### config.mk
export PLATFORM = sky130hd
export DESIGN_NAME = instruction_fetch
export DESIGN_NICKNAME = d
export VERILOG_FILES = /design/src/rtl/instruction_fetch.sv
export SDC_FILE = /design/constraint.sdc
export NUM_CORES = 1
export LEC_CHECK = 0
export ABC_AREA = 0
export BUFFER_PORTS_ARGS = -buffer_cell sky130_fd_sc_hd__buf_2
export CORE_AREA = 2 2 143 131
export CTS_BUF_LIST = sky130_fd_sc_hd__clkbuf_16
export DETAILED_ROUTE_END_ITERATION = 12
export DIE_AREA = 0 0 145 133
export GPL_ROUTABILITY_DRIVEN = 0
export HOLD_SLACK_MARGIN = 0.02
export SLEW_MARGIN = 0
export SYNTH_ARGS = -nofsm -noshare
export SYNTH_HDL_FRONTEND = slang
export SYNTH_SLANG_ARGS = --single-unit
### constraint.sdc
create_clock -name clk -period 6.5 [get_ports clk]
set_input_delay 0.325 -clock clk [delete_from_list [all_inputs] [get_ports clk]]
set_output_delay 0.325 -clock clk [all_outputs]
set_load 0.02 [all_outputs]
### src/rtl/instruction_fetch.sv
// Flash instruction fetch: four pipelined byte reads assembled little-endian
// into a 32-bit instruction, handed to decode over a valid/ready handshake.
module instruction_fetch #(
  parameter logic [23:0] BASE_ADDR       = 24'h000000,
  parameter int          BYTES_PER_INSTR = 4
) (
  input  logic        clk,
  input  logic        reset,
  input  logic        fetch_req,
  input  logic [15:0] fetch_pc,
  output logic        req_ready,
  input  logic        flush,
  output logic        flash_re,
  output logic [23:0] flash_addr,
  input  logic [7:0]  flash_data,
  output logic [31:0] instr,
  output logic [15:0] instr_pc,
  output logic        instr_valid,
  input  logic        instr_ready,
  output logic        fetch_fault
);

  typedef enum logic [1:0] {IDLE, READ, DRAIN, HOLD} state_t;

  localparam logic [2:0] LAST = 3'(BYTES_PER_INSTR - 1);

  state_t      state, state_n;
  logic [2:0]  cnt;
  logic [15:0] pc_q;
  logic [7:0]  b0, b1, b2;
  logic        accept, aligned, start, issue;

  assign aligned = (fetch_pc[1:0] == 2'b00);
  assign start   = accept && aligned;
  // cnt counts edges since acceptance; reads go out on edges 1..4
  assign issue   = (state == READ) && (cnt <= LAST) && !flush;

  always_comb begin
    state_n   = state;
    req_ready = !reset && !flush &&
                ((state == IDLE) || ((state == HOLD) && instr_ready));
    accept    = fetch_req && req_ready;
    case (state)
      IDLE:    if (start) state_n = READ;
      READ:    if (cnt == LAST + 3'd1) state_n = DRAIN;
      DRAIN:   state_n = HOLD;
      HOLD:    if (instr_ready) state_n = start ? READ : IDLE;
      default: state_n = IDLE;
    endcase
    if (flush) state_n = IDLE;
  end

  always_ff @(posedge clk or posedge reset) begin
    if (reset) state <= IDLE;
    else       state <= state_n;
  end

  always_ff @(posedge clk or posedge reset) begin
    if (reset) begin
      cnt         <= '0;
      pc_q        <= '0;
      b0          <= '0;
      b1          <= '0;
      b2          <= '0;
      flash_re    <= 1'b0;
      flash_addr  <= '0;
      instr       <= '0;
      instr_pc    <= '0;
      instr_valid <= 1'b0;
      fetch_fault <= 1'b0;
    end else begin
      fetch_fault <= accept && !aligned;
      instr_valid <= (state_n == HOLD);
      flash_re    <= issue;
      if (issue) flash_addr <= BASE_ADDR + {8'h00, pc_q} + {21'b0, cnt};

      if (start) begin
        pc_q <= fetch_pc;
        cnt  <= '0;
      end else if (state == READ || state == DRAIN) begin
        cnt <= cnt + 3'd1;
      end

      // flash data lags the read issue by two edges; last byte lands in DRAIN
      if (flush) begin
        b0 <= '0;
        b1 <= '0;
        b2 <= '0;
      end else if (state == READ) begin
        case (cnt)
          3'd2:    b0 <= flash_data;
          3'd3:    b1 <= flash_data;
          3'd4:    b2 <= flash_data;
          default: ;
        endcase
      end

      if (state == DRAIN && state_n == HOLD) begin
        instr    <= {flash_data, b2, b1, b0};
        instr_pc <= pc_q;
      end
    end
  end

endmodule
# After elaboration in Yosys (flattened, before gate mapping)
# Index checks and enable logic that the tools add are counted.
[totals] regBits=120 output_inout_bits=76 inputBits=29 elab_cells=63
[op_classes] n_lt_le_gt_ge=1 n_mux=17 n_reduce_logical=24 n_eq_ne=7 addsub=2
[ops] operator="8-bit two-way mux" count=9
[ops] operator="16-bit by 3-bit adder with 17-bit output" count=1
[ops] operator="2-bit nonzero test" count=5
[ops] operator="1-bit logical AND" count=9
[ops] operator="2-bit two-way mux" count=4
[ops] operator="2-bit case mux with 4 select lines" count=1
[ops] operator="2-bit == test (second input constant)" count=3
[ops] operator="3-bit by 2-bit == test with 1-bit output (second input constant)" count=2
[ops] operator="3-bit two-way mux" count=2
[ops] operator="2-bit AND reduction" count=3
[ops] operator="2-bit logical NOT" count=2
[ops] operator="3-bit by 1-bit adder with 3-bit output (second input constant)" count=1
[ops] operator="3-bit == test (second input constant)" count=1
[ops] operator="3-bit by 2-bit less-or-equal comparator with 1-bit output (second input constant)" count=1
[ops] operator="1-bit logical NOT" count=3
[ops] operator="2-bit by 1-bit == test with 1-bit output (second input constant)" count=1
[ops] operator="1-bit logical OR" count=2
[ops] operator="1-bit two-way mux" count=1

# Logic depth before layout (Yosys ltp)
[depth] depth_word=12 ltp_mapped=10 depth_no_buf=8

# Least setup slack after synthesis
# Ideal clock, no wire load.
[synth_path] path_kind="register to register" startpoint="register state[1]" endpoint="register instr[13]" synth_period_minus_slack_ns=2.503 path_stages_with_launch=11 slack_ns=3.997 setup_time_ns=0.125 required_ns=6.375 arrival_ns=2.378 path_cell_list="dfrtp_1 inv_1 ha_1 a21oi_1 or4_1 clkbuf_1 o211a_1 and3b_2 buf_6 buf_12 mux2_4"
[synth_via] elab_chain_cells=12
[synth_lines] element="start: declaration" line_no="27" source="state_t state, state_n;"
[synth_lines] element="start signal: assignment" line_no="55" source="else state <= state_n;"
[synth_lines] element="2-bit == test" line_no="41, 43"
[synth_lines] element="1-bit logical AND" line_no="41" source="((state == IDLE) || ((state == HOLD) && instr_ready));"
[synth_lines] element="1-bit logical OR" line_no="41"
[synth_lines] element="1-bit logical AND" line_no="40" source="req_ready = !reset && !flush &&"
[synth_lines] element="1-bit logical AND" line_no="42" source="accept = fetch_req && req_ready;"
[synth_lines] element="1-bit logical AND" line_no="34" source="assign start = accept && aligned;"
[synth_lines] element="1-bit two-way mux" line_no="47" source="HOLD: if (instr_ready) state_n = start ? READ : IDLE;"
[synth_lines] element="2-bit two-way mux" line_no="47"
[synth_lines] element="2-bit case mux with 4 select lines" line_no="43" source="case (state)"
[synth_lines] element="2-bit two-way mux" line_no="50" source="if (flush) state_n = IDLE;"
[synth_lines] element="2-bit == test" line_no="98" source="if (state == DRAIN && state_n == HOLD) begin"
[synth_lines] element="1-bit logical AND (*)" line_no="98"
[synth_lines] element="end signal: assignment" line_no="99" source="instr <= {flash_data, b2, b1, b0};"
[synth_lines] element="end: declaration" line_no="16" source="output logic [31:0] instr,"
# Every way passes the cells marked *; elsewhere a longest branch is shown, timed or not.
# A chain may end at the register's enable or synchronous reset.

# Final worst setup path
[layout_path] startpoint="input port reset" endpoint="register instr[10]"
[layout_via] elab_chain_cells=11
[layout_lines] element="start: declaration" line_no="8" source="input logic reset,"
[layout_lines] element="1-bit logical NOT (no source line) (*)"
[layout_lines] element="1-bit logical AND (*) (2 in a row)" line_no="40"
[layout_lines] element="1-bit logical AND (*)" line_no="42"
[layout_lines] element="1-bit logical AND (*)" line_no="34"
[layout_lines] element="1-bit two-way mux" line_no="47"
[layout_lines] element="2-bit two-way mux" line_no="47"
[layout_lines] element="2-bit case mux with 4 select lines (*)" line_no="43"
[layout_lines] element="2-bit two-way mux (*)" line_no="50"
[layout_lines] element="2-bit == test (*)" line_no="98"
[layout_lines] element="1-bit logical AND (*)" line_no="98"
# Marks and branches as above.

==> impl_metrics.tcl <==
set metrics [dict create \
    core_area_um2 17940 \
    grt_max_degree 78 \
    regToRegSetupSlack_ns 2.74 \
    fillerInstances 1775 \
    wl_mm 12.04 \
    layout.nets 567 \
    final_common_cell "dfrtp_1" \
    slew-limit-headroom_pct 21.98 \
    path_class "input pin to register" \
    synthArstFlopShare_pct 100.0 \
    cp_slowest_stage_delay_ns 0.72 \
    holdPathStages 3 \
    fin_skew_ns 0.007003 \
    antenna_found_initial 1 \
    reg2regPathDepth 8 \
    vias_per_cell 4.430 \
    p_leak_nw 3.224 \
    pwr-share-clk_pct 48.3 \
    tritoncts "done" \
    fin_tns_setup_ns 0 \
    vdd_drop_max_mv 0.1775 \
    hold_viol_final 0 \
    synth_edf_count 0 \
    layout-drive-gt1-share_pct 33.27 \
    dr.pass1.iters 5 \
    synth-compound-area-share_pct 5.578 \
    power_switching_share_pct 25.72 \
    cp-start-kind "input pin" \
    p_int_w 0.001511 \
    status "finished clean" \
    power_frac_comb_pct 11.4 \
    period_share_pct 58.35 \
    cts.clk_slew.worst_paths_ns 0.05 \
    antenna_left 0 \
    synth_top_family_by_area "multiplexers" \
    die_h_um 133 \
    drt-wirelength-per-cell_um 15.38 \
    yosys.area_share.simple_pct 12.37 \
    synth_area_um2 4935 \
    routed-via-count 3469 \
    dpl.hpwl_mm 8.428 \
    yosysWarnings 0 \
    grt_pass1_wl_mm 19.11 \
    arrival_ns 4.08 \
    p_sw_w 0.0005233 \
    synth_fa_ha_area_share_pct 3.448 \
    grt.overflow.total 0 \
    area.sequential_um2 2828 \
    min_period_ns 3.793 \
    clkLatencyLatePin_ns 0.41 \
    hp-class "input pin to register" \
    min_to "pc_q[10]" \
    antenna_cells 0 \
    io_buffer_count 97 \
    synth_flop_cell "dfrtp_1" \
    grt_usage_pct 12.81 \
    holdCritStartpoint "fetch_pc[10]" \
    start_util_pct 27.51 \
    rsz0062_at_grt "false" \
    pwr_density_cell_nw_per_um2 325.6 \
    cp_num_buf_inv 3 \
    total_power_w 0.002035 \
    worstSetupStartpoint "reset" \
    slew_violations 0 \
    ys_types 41 \
    clockRootBuffer "clkbuf_16" \
    synth_xor_area_share_pct 2.662 \
    cts_sinks 113 \
    fmax_ghz 0.2637 \
    rows 47 \
    final_cell_mix "113 x dfrtp_1, 97 x buf_2, 88 x nand2_1, 28 x mux2_2, 20 x mux2_4" \
    grt_pass1_vias 3451 \
    cpMaxStageDelayCell "or4_1" \
    postSynthCellCount 424 \
    cts_inserted_buffers 17 \
    crit_family "simple AND/OR/NAND/NOR gates" \
    reg2reg_from "state[1]" \
    cts-htree-levels 4 \
    io_pins 105 \
    cp_max_fo 26 \
    seq_area_frac_synth_pct 57.30 \
    r2r_end "instr[10]" \
    max_slew.worst_pin.slew_ns 1.170 \
    multi_input_area_um2 1929 \
    synthToLayoutAreaGrowth_pct 26.65 \
    clock_path_buffers 2 \
    power_frac_seq_pct 40.3 \
    worstPathRequired_ns 6.79 \
    maxCapViolations 0 \
    drc 0 \
    cts_resized 0 \
    synth.area.mux_share_pct 14.30 \
    worstPathCellList "dlygate4sd3_1 > buf_2 > or3b_1 > or4_1 > o211a_1 > and3b_2 > buf_4 > mux2_2" \
    die-area_um2 19290 \
    setup-violations-final 0 \
    synth_seq_cells 113 \
    crit_path_end_kind "register" \
    die_width_um 145 \
    syn_area_per_cell_um2 11.64 \
    first_iter_violations 204 \
]
## cells by family (layout without fill, tap and decap cells)
kind of cell,count (synthesis),after routing
compound gates,48,48
buf+inv,36,144
simple gates,141,141
xor+xnor,15,15
fa+ha+maj,13,13
flops,113,113
other cells,1,7
mux,57,57
## cell type report
class | count | area share (%)
flip-flops and latches | 113 | 45.25
multi-input cells | 281 | 30.87
repair buffers | 101 | 8.288
clock buffers | 17 | 6.807
well taps | 245 | 4.905
clock inverters | 15 | 3.183
inverters | 11 | 0.7007
## tightest hold or removal path: cells and delay by family
kind	cells	cell delay, ns
buffers and inverters	1	0.08
AND/OR/NAND/NOR	2	0.08
## flip-flops by register name, summed over array words and instances, names as in the netlist
register     cells
cnt              3
instr_valid      1
instr_pc        16
flash_addr      17
b1               8
flash_re         1
b0               8
b2               8
instr           32
fetch_fault      1
state            2
pc_q            16
## how the worst max path moves through the flow
stage                endpoint  slack [ns]  cells past startpoint
finish              instr[10]        2.71                      8
global route         instr[9]        2.40                      8
CTS                 instr[10]        2.68                      8
detailed placement  instr[10]        2.64                      7
global placement    instr[11]        2.73                      7
floorplan               b0[0]        3.19                      1
## Yosys cell counts (3+ instances only)
library cell	n	share of area [%]
dfrtp_1	113	57
nand2_1	88	6.7
mux2_2	28	6.4
mux2_4	20	6.1
a21oi_1	19	1.9
o21ai_0	18	1.8
nor2_1	16	1.2
nand3_1	13	1.3
clkbuf_1	12	0.91
ha_1	12	3.0
inv_1	11	0.84
buf_4	9	1.4
mux2i_1	9	1.8
xnor2_1	9	1.6
nor3_1	7	0.71
xor2_1	6	1.1
nor2b_1	4	0.51
nor4_1	3	0.38
## per-layer routing
layer  global-route usage, %  up-vias  wire [µm]
li1                        -     1625          -
met1                   16.70     1702       5467
met2                   19.68      126       5429
met3                   5.103       14       1010
met4                   3.850        2        121
met5                       0        -         13
## power groups by stage
stage	Sequential, W	Clock, W	Combinational (W)
after floorplan	0.000847	0	0.000124
after global placement	0.000826	0	0.000226
after detailed placement	0.000827	0	0.000234
after CTS	0.000818	0.000999	0.000236
after global routing	0.000828	0.00104	0.000262
final	0.000819	0.000983	0.000232
## timing repair
item                                    CTS  global route
endpoints found under the setup margin    0             0
setup buffers                             0             0
hold buffers                              1             0
endpoints found under the hold margin    36             0
## metrics by stage
stage          setup slack (ns)  area [µm²]  std cells  utilization [%]  hold slack, ns
4_1_cts                   2.679        6250        783            34.84         0.09162
3_5_place_dp              2.639        5615        750            31.31          0.3984
2_1_floorplan             3.188        4957        430                -          0.4304
3_3_place_gp              2.730        5615        750            31.31          0.3905
6_report                  2.707        6250        783            34.84          0.1052
5_1_grt                   2.402        6250        783            34.84          0.1103
No activity file was read; power rests on OpenSTA's default activity.
